<file path="config.mk">
export PLATFORM = sky130hd
export DESIGN_NAME = multicycle_decode
export DESIGN_NICKNAME = d
export VERILOG_FILES = /design/src/rtl/multicycle_decode.sv
export SDC_FILE = /design/constraint.sdc
export NUM_CORES = 1
export LEC_CHECK = 0
export BUFFER_PORTS_ARGS = -buffer_cell sky130_fd_sc_hd__buf_2
export CAP_MARGIN = 20
export CORE_AREA = 2 2 39 41
export DETAILED_ROUTE_END_ITERATION = 16
export DIE_AREA = 0 0 41 43
export PLACE_DENSITY = 0.68
export SLEW_MARGIN = 5
export SYNTH_ARGS = -nofsm -noshare
export SYNTH_HDL_FRONTEND = slang
export SYNTH_SLANG_ARGS = --single-unit
</file>
<file path="constraint.sdc">
create_clock -name clk -period 1.3 [get_ports clk]
set_input_delay 0.13 -clock clk [delete_from_list [all_inputs] [get_ports clk]]
set_output_delay 0.13 -clock clk [all_outputs]
set_load 0.01 [all_outputs]
</file>
<file path="src/rtl/multicycle_decode.sv">
// Multicycle ARM control-unit front end: main FSM plus instruction/ALU decode.
// Every output is combinational from the current state and the Op/Funct/Rd fields.
// Write-type requests are gated by reset, so they drop as soon as reset is asserted.
module multicycle_decode (
    input  logic       clk,
    input  logic       reset,
    input  logic [1:0] Op,
    input  logic [5:0] Funct,
    input  logic [3:0] Rd,
    output logic       IRWrite,
    output logic       AdrSrc,
    output logic       ALUSrcA,
    output logic [1:0] ALUSrcB,
    output logic [1:0] ResultSrc,
    output logic [1:0] ImmSrc,
    output logic [1:0] RegSrc,
    output logic [1:0] ALUControl,
    output logic       NextPC,
    output logic       RegW,
    output logic       MemW,
    output logic       PCS,
    output logic [1:0] FlagW
);

    typedef enum logic [3:0] {
        StFetch    = 4'd0,
        StDecode   = 4'd1,
        StMemAdr   = 4'd2,
        StMemRd    = 4'd3,
        StMemWb    = 4'd4,
        StMemWr    = 4'd5,
        StExecuteR = 4'd6,
        StExecuteI = 4'd7,
        StAluWb    = 4'd8,
        StBranch   = 4'd9,
        StUnknown  = 4'd10
    } state_e;

    state_e     r_state;
    state_e     w_state_next;
    logic       w_irwrite;
    logic       w_nextpc;
    logic       w_regw;
    logic       w_memw;
    logic       w_branch;
    logic       w_aluop;
    logic       w_unknown;
    logic       w_cmd_valid;
    logic [1:0] w_alu_ctl;
    logic [1:0] w_flagw;

    // State register, asynchronously returned to FETCH.
    always_ff @(posedge clk or negedge reset) begin
        if (!reset) begin
            r_state <= StFetch;
        end else begin
            r_state <= w_state_next;
        end
    end

    // Next-state logic and per-state datapath controls.
    always_comb begin
        w_state_next = StFetch;
        w_irwrite    = 1'b0;
        w_nextpc     = 1'b0;
        w_regw       = 1'b0;
        w_memw       = 1'b0;
        w_branch     = 1'b0;
        w_aluop      = 1'b0;
        w_unknown    = 1'b0;
        AdrSrc       = 1'b0;
        ALUSrcA      = 1'b0;
        ALUSrcB      = 2'b00;
        ResultSrc    = 2'b00;
        case (r_state)
            StFetch: begin
                w_irwrite    = 1'b1;
                w_nextpc     = 1'b1;
                ALUSrcA      = 1'b1;
                ALUSrcB      = 2'b10;
                ResultSrc    = 2'b10;
                w_state_next = StDecode;
            end
            StDecode: begin
                ALUSrcA   = 1'b1;
                ALUSrcB   = 2'b10;
                ResultSrc = 2'b10;
                case (Op)
                    2'b00:   w_state_next = Funct[5] ? StExecuteI : StExecuteR;
                    2'b01:   w_state_next = StMemAdr;
                    2'b10:   w_state_next = StBranch;
                    default: w_state_next = StUnknown;
                endcase
            end
            StMemAdr: begin
                ALUSrcB      = 2'b01;
                w_state_next = Funct[0] ? StMemRd : StMemWr;
            end
            StMemRd: begin
                AdrSrc       = 1'b1;
                w_state_next = StMemWb;
            end
            StMemWb: begin
                ResultSrc = 2'b01;
                w_regw    = 1'b1;
            end
            StMemWr: begin
                AdrSrc = 1'b1;
                w_memw = 1'b1;
            end
            StExecuteR: begin
                w_aluop      = 1'b1;
                w_state_next = StAluWb;
            end
            StExecuteI: begin
                ALUSrcB      = 2'b01;
                w_aluop      = 1'b1;
                w_state_next = StAluWb;
            end
            StAluWb: begin
                w_regw = 1'b1;
            end
            StBranch: begin
                ALUSrcB   = 2'b01;
                ResultSrc = 2'b10;
                w_branch  = 1'b1;
            end
            // UNKNOWN and any illegal encoding: everything zero, back to FETCH.
            default: begin
                w_unknown = 1'b1;
            end
        endcase
    end

    // ALU decode; unsupported commands fall back to add with no flag update.
    always_comb begin
        w_alu_ctl   = 2'b00;
        w_cmd_valid = 1'b0;
        w_flagw     = 2'b00;
        if (w_aluop) begin
            w_cmd_valid = 1'b1;
            case (Funct[4:1])
                4'b0100: w_alu_ctl = 2'b00;
                4'b0010: w_alu_ctl = 2'b01;
                4'b0000: w_alu_ctl = 2'b10;
                4'b1100: w_alu_ctl = 2'b11;
                default: begin
                    w_alu_ctl   = 2'b00;
                    w_cmd_valid = 1'b0;
                end
            endcase
            if (w_cmd_valid) begin
                // C/V only meaningful for arithmetic (add/sub).
                w_flagw = {Funct[0], Funct[0] & ~w_alu_ctl[1]};
            end
        end
    end

    assign ALUControl = w_alu_ctl;
    assign ImmSrc     = w_unknown ? 2'b00 : Op;
    assign RegSrc     = w_unknown ? 2'b00 : {(Op == 2'b01), (Op == 2'b10)};

    // Requests are masked by reset directly so no partial write escapes mid-instruction.
    assign IRWrite = reset & w_irwrite;
    assign NextPC  = reset & w_nextpc;
    assign RegW    = reset & w_regw;
    assign MemW    = reset & w_memw;
    assign FlagW   = {2{reset}} & w_flagw;
    assign PCS     = reset & (((Rd == 4'b1111) & w_regw) | w_branch);

endmodule

</file>
==> results of run 1 <==
metrics by stage:
stage / std cells / utilization / cell area, um^2
after global placement: 111 / 0.4819 / 666.9
after floorplan: 63 / - / 476.7
after global routing: 121 / 0.5931 / 820.8
after detailed placement: 111 / 0.4819 / 666.9
final: 121 / 0.5931 / 820.8
after CTS: 118 / 0.5515 / 763.2
metal layers:
metal | up-vias | track usage | wire length [um]
li1 | 310 | - | -
met2 | 26 | 0.3000 | 780
met1 | 298 | 0.1857 | 498
met3 | 2 | 0.01571 | 93
met5 | - | 0 | 0
met4 | 0 | 0.1200 | 13
path summary, 6_finish.rpt:
path / endpoint / depth (start not counted)
worst max-delay path: FlagW[1] / 4
worst min-delay path: r_state[2]$_DFF_PN0_ / 3
worst max register to register: r_state[1]$_DFF_PN0_ / 4
worst min register to register: r_state[3]$_DFF_PN0_ / 2
max in group asynchronous: r_state[0]$_DFF_PN0_ / 3
min in group asynchronous: r_state[3]$_DFF_PN0_ / 3
area by class of cell:
type | instances | area (um^2)
fill | 137 | 563.0
timing repair buffer | 44 | 276.5
sequential | 4 | 101.3
tap | 16 | 20.02
inverter | 2 | 7.507
multi-input combinational | 52 | 392.9
clock buffer | 3 | 22.52
timing repair:
item / 4_1_cts / 5_1_grt
gates resized for setup: 16 / 8
setup buffers: 3 / 4
endpoints found under the hold margin: 4 / 0
hold buffers: 1 / 0
pin swaps: 6 / 6
setup endpoints to repair: 17 / 19
cell families after synthesis:
kind of cell,synth area share
AND/OR/NAND/NOR,0.4344
AO/OA/AOI/OAI,0.2104
buffers and inverters,0.07652
flip-flops,0.2186
XOR/XNOR,0.03826
multiplexers,0.02186
placed cells by master, fill, tap and decap left out, types with 2 or more instances in the layout:
cell type  instances
clkbuf_4           3
and2_1             2
a21oi_1            2
nand2_1            4
a211oi_1           2
nor2_1             3
nor2b_1            4
dfrtp_1            3
o21ai_0            2
nor3_1             2
nand2b_1           2
buf_4              8
buf_2             30
nor3_2             4
xnor2_1            2
buf_6              5
power by group:
part | switching (W) | total (W) | internal [W]
clock | 0.0000531 | 0.000156 | 0.000103
combinational | 0.000564 | 0.00114 | 0.000575
sequential | 0.0000630 | 0.000245 | 0.000182
worst reg2reg max path, cell delays in order, from the launching register on:
cell	delay (ps)
dfrtp_2	450
buf_4	160
and3b_1	190
a31oi_1	40
nor3_1	150
==> metrics.md, run 1 <==
| Metric | Value |
|---|---|
| Status | `finished, violations left` |
| Violated checks | `negative setup slack` |
| Number of flip-flops and latches in the synthesized netlist | `4` |
| Via count of the first global-routing pass | `552` |
| Die height | `43 um` |
| Area growth syn-to-layout | `79.24%` |
| CTS tree | `done` |
| Number of failing hold endpoints at the final stage | `0` |
| DRC violations left | `0` |
| Crit path arrival time | `1460 ps` |
| WS Path Type | `flop to output pin` |
| Setup crit end kind | `output pin` |
| Final critical-path share of the clock period | `1.224` |
| Maximum clock rate | `628.4 MHz` |
| Launch point of the worst path | `r_state[1]$_DFF_PN0_` |
| Clk pin slew, worst setup/hold paths | `approximately 30 ps` |
| Distinct cell type count of the synthesized netlist | `29` |
| Startpoint of the lowest-slack register-to-register path | `r_state[0]$_DFF_PN0_` |
| Synthesized area | `457.9 um^2` |
| Sequential area share after synthesis | `0.2186` |
| Fraction of final layout cells sized beyond drive strength 1 | `0.6095` |
| Die Width | `~40 um` |
| Global-route wire length before repair | `2.132 mm` |
| Most common cell in the synthesized netlist | `nor3_1` |
| Ranking of synthesized cells by instance count | `nor3_1 (7), nand2_1 (5), nor2b_1 (5)` |
| Max-slew violation count | `0` |
| Asr flop ratio synth | `1.000` |
| Cell at the root of the clock tree | `clkbuf_4` |
| Largest area contributor in the synthesized netlist | `dfrtp_1` |
| Largest cells by area after synthesis | `dfrtp_1 (22%), nor3_1 (7.7%), nor2b_1 (6.8%)` |
| Number of flip-flops in the largest register | `4` |
| Number of nets produced by synthesis | `77` |
| Data required, critical path | `1170 ps` |
| Ys Warns | `0` |
| Worst slew margin relative to its limit | `0.7845` |
| Setup slack, reg-to-reg | `210 ps` |
| Biggest regs | `r_state (4)` |
| Largest stage delay, worst path | `510 ps` |
| IO Pins | `33` |
| Path category of the worst min-delay check | `primary input to flop` |
| Maximum number of pins on one net before global-route repair | `12` |
| Count of buffers from port buffering | `32` |
| Total chip power | `0.001540 W` |
| Worst Clk Skew | `6.011 ps` |
| First-pass iteration count of the detailed router | `4` |
| Global route total overflow | `0` |
| Min setup slack post-route | `-291.2 ps` |
| Shortest clock period the worst path allows after layout | `1591 ps` |
| Post-Route WL | `about 1.4 mm` |
| Area enclosed by the die boundary | `1763 um^2` |
| Clock tree buffer depth | `2` |
| Placement Rows | `14` |
| RD Place Congestion | `a little under 0.8` |
| Final total negative setup slack | `-2780 ps` |
| Average detailed-routed wire length per instance | `11.45 um` |
| Antenna diode count | `0` |
| Number of enable-type register cells in the synthesized netlist | `0` |
| Lkg Pwr | `0.4003 nW` |
| Standard cell with the maximum stage delay on the critical path | `or4_4` |
| Inserted Clock Buffers | `3` |
| Syn avg cell area | `7.269 um^2` |
| Total number of vias | `636` |
| Maximum level of the CTS H-tree | `1` |
| Worst Hold Margin | `about 220 ps` |
| First-iteration detailed-routing DRC count | `11` |
| Largest Register | `r_state` |
| Effective utilization at floorplan | `0.3309` |
| Crit path buffers/inverters | `1` |
| Maximum resistive drop on vdd | `0.001053 V` |
| Pre-CTS setup slack | `-63.37 ps` |
| Maxcap violations | `0` |
| Antenna-violating nets left | `0` |
| Power per standard cell area | `1877 nW/um^2` |
| Number of instances in the synthesized netlist | `63` |
| Count of clock tree sinks | `4` |
| Total global-route track usage | `0.1754` |
| Flip-flop cell with the highest count after synthesis | `dfrtp_1` |
| Number of vias per cell after detailed routing | `roughly 5.3` |
| Area of the placeable core | `1384 um^2` |
| Clock network latency to the later pin of the worst-skew pair | `between 200 and 250 ps` |
| Cells along the critical path | `nand2_2, or4_4, a211oi_4, buf_2` |
| Worst Min Path Start | `Funct[0]` |
| Initial antenna violation count | `0` |
| NumNets Final | `121` |
| Top-area cell type share of the netlist area | `0.2186` |
| Crit path max fanout | `3` |
| Transition time at the pin with the least slew margin | `322.5 ps` |
| Element type at the critical path start | `flop` |
| Setup Viol. Count Final | `17` |
| RSZ-0062 raised after global routing | `true` |
| Gate family responsible for the most delay along the worst path | `simple AND/OR/NAND/NOR gates` |
No activity file was read; power rests on OpenSTA's default activity.
==> run 2, diff against run 1 <==
==> constraint.sdc (replaced) <==
create_clock -name clk -period 1.3 [get_ports clk]
set_input_delay 0.39 -clock clk [delete_from_list [all_inputs] [get_ports clk]]
set_output_delay 0.39 -clock clk [all_outputs]
set_load 0.01 [all_outputs]
==> metrics.md, run 2 (synthesis gave the netlist of run 1 again) <==
| Metric | Value |
|---|---|
| Total number of vias | `641 (+0.79%)` |
| Maximum clock rate | `531.5 MHz (-15%)` |
| Total global-route track usage | `0.1694 (-0.006048)` |
| Count of buffers from port buffering | `32 (unchanged)` |
| Clk pin slew, worst setup/hold paths | `40 ps (about the same)` |
| Biggest regs | `r_state (4)` |
| Final total negative setup slack | `-7935 ps (-5155 ps)` |
| CTS tree | `done` |
| Standard cell with the maximum stage delay on the critical path | `or4_4` |
| Min setup slack post-route | `-581.3 ps (-290.1 ps)` |
| Worst Hold Margin | `64.79 ps (-155.3 ps)` |
| Largest stage delay, worst path | `560 ps (+50 ps)` |
| Maximum number of pins on one net before global-route repair | `13 (+1)` |
| Antenna diode count | `0 (unchanged)` |
| Inserted Clock Buffers | `3 (unchanged)` |
| Placed cell count | `121 (+9.0%)` |
| Hpwl dp | `between 1 and 1.5 mm` |
| Final standard cell area without fillers | `898.4 um^2 (+9.5%)` |
| Maximum level of the CTS H-tree | `1 (unchanged)` |
| Count of clock tree sinks | `4 (unchanged)` |
| Data required, critical path | `910 ps (-260 ps)` |
| Final critical-path share of the clock period | `1.447 (+0.2231)` |
| Initial antenna violation count | `0 (unchanged)` |
| RSZ-0062 raised after global routing | `true` |
| Largest Register | `r_state` |
| Total met2 wirelength after detailed routing | `761 um (-2.4%)` |
| Commonest non-fill, non-tap cells in the layout | `buf_2 (30), buf_4 (13), buf_6 (6), nand2_1 (4)` |
| Maximum resistive drop on vdd | `0.001180 V (+12%)` |
| Worst Clk Skew | `5.798 ps (-0.2120 ps)` |
| Effective utilization at floorplan | `0.3309 (unchanged)` |
| Crit path max fanout | `3 (unchanged)` |
| Fraction of final layout cells sized beyond drive strength 1 | `0.6727 (+0.06320)` |
| Placed inst area | `798.3 um^2 (+20%)` |
| Maxcap violations | `0 (unchanged)` |
| Most common cell after layout, fill and taps aside | `buf_2` |
| IO Pins | `33 (unchanged)` |
| Cell at the root of the clock tree | `clkbuf_4` |
| Worst slew margin relative to its limit | `0.7270 (-0.05753)` |
| Status | `finished, violations left` |
| Average detailed-routed wire length per instance | `11.14 um (-2.7%)` |
| Amount of wire on met3 after detailed routing | `102 um (+9.7%)` |
| Area growth syn-to-layout | `96.18%` |
| Area enclosed by the die boundary | `1763 um^2 (unchanged)` |
| Lkg Pwr | `0.4470 nW (+12%)` |
| Number of standard cells in the final layout excluding fillers | `126 (+4.1%)` |
| Placement Rows | `14 (unchanged)` |
| Setup Viol. Count Final | `19 (+2)` |
| Post-Route WL | `1.404 mm (+1.4%)` |
| Global route total overflow | `0 (unchanged)` |
| Number of vias per cell after detailed routing | `5.087 (-3.2%)` |
| NumNets Final | `126 (+4.1%)` |
| Cells along the critical path | `or4_4, a211oi_4, buf_2` |
| Die height | `43 um (unchanged)` |
| Gate family responsible for the most delay along the worst path | `simple AND/OR/NAND/NOR gates` |
| Global-route wire length before repair | `2.063 mm (-3.2%)` |
| Setup crit end kind | `output pin` |
| DRC violations left | `0 (unchanged)` |
| First-iteration detailed-routing DRC count | `5 (-6)` |
| Area of the placeable core | `1384 um^2 (unchanged)` |
| Max-slew violation count | `0 (unchanged)` |
| Transition time at the pin with the least slew margin | `408.7 ps (+86.12 ps)` |
| First-pass iteration count of the detailed router | `4 (unchanged)` |
| Number of flip-flops in the largest register | `4 (unchanged)` |
| WS Path Type | `flop to output pin` |
| Met1 wire length | `540 um (+8.4%)` |
| RD Place Congestion | `0.7745 (-2.6%)` |
| Max Used Layer | `met3` |
| Die Width | `41 um (unchanged)` |
| Clock tree buffer depth | `2 (unchanged)` |
| Clock network latency to the later pin of the worst-skew pair | `240 ps (about the same)` |
| Number of failing hold endpoints at the final stage | `0 (unchanged)` |
| Crit path buffers/inverters | `1 (unchanged)` |
| Shortest clock period the worst path allows after layout | `1881 ps (+290.1 ps)` |
| Power per standard cell area | `1754 nW/um^2 (-6.6%)` |
| Path category of the worst min-delay check | `primary input to asynchronous set/reset pin` |
| Crit path arrival time | `1490 ps (+30 ps)` |
| Filler Cell Count | `128 (-6.6%)` |
| Via count of the first global-routing pass | `551 (-0.18%)` |
| Antenna-violating nets left | `0 (unchanged)` |
| Violated checks | `negative setup slack` |
| Element type at the critical path start | `flop` |
| Number of buffers inserted for hold repair after clock tree synthesis | `0 (-1)` |
==> run 2: per-stage QoR <==
step           utilization  setup WS (ps)  power (W)
3_3_place_gp        0.5769         -431.2   0.001221
5_1_grt             0.6492         -632.1   0.001691
3_5_place_dp        0.5769         -443.5   0.001233
2_1_floorplan            -         -247.0  0.0008572
6_report            0.6492         -581.3   0.001575
4_1_cts             0.6022         -589.7   0.001445
==> run 2: power breakdown <==
part | total [W] | internal (W) | switching [W] | leakage [nW]
clock network | 0.000160 | 0.000104 | 0.0000559 | 0.0138
logic | 0.00118 | 0.000604 | 0.000575 | 0.383
registers | 0.000236 | 0.000182 | 0.0000544 | 0.0504
total | 0.00158 | 0.000890 | 0.000685 | 0.447
==> run 2: cell type report <==
| type | count | area (um^2) | area share |
|---|---|---|---|
| well taps | 16 | 20.02 | 0.02228 |
| clock buffers | 3 | 22.52 | 0.02507 |
| repair buffers | 49 | 315.3 | 0.3510 |
| inverters | 2 | 7.507 | 0.008357 |
| multi-input cells | 52 | 431.7 | 0.4805 |
| flip-flops and latches | 4 | 101.3 | 0.1128 |
==> run 2: final timing paths <==
path | start | slack [ps] | endpoint | cells past startpoint
worst min-delay path | reset | 60 | r_state[3]$_DFF_PN0_ | 2
worst max register to register | r_state[1]$_DFF_PN0_ | 210 | r_state[1]$_DFF_PN0_ | 5
min in group clk | Funct[0] | 470 | r_state[2]$_DFF_PN0_ | 3
max in group asynchronous | reset | 1100 | r_state[0]$_DFF_PN0_ | 2
worst max-delay path | r_state[3]$_DFF_PN0_ | -580 | FlagW[1] | 3
worst min register to register | r_state[2]$_DFF_PN0_ | 630 | r_state[2]$_DFF_PN0_ | 2
==> run 2: repair_timing <==
item                                    4_1_cts  5_1_grt
setup buffers                                 0        2
pin swaps                                     1        5
endpoints found under the setup margin       19       19
resized for setup                             5       12
==> run 2: metal layers <==
layer	vias to the layer above	GRT usage
li1	321	-
met1	298	0.1726
met2	22	0.3031
met3	0	0.03141
met4	0	0.08000
met5	-	0
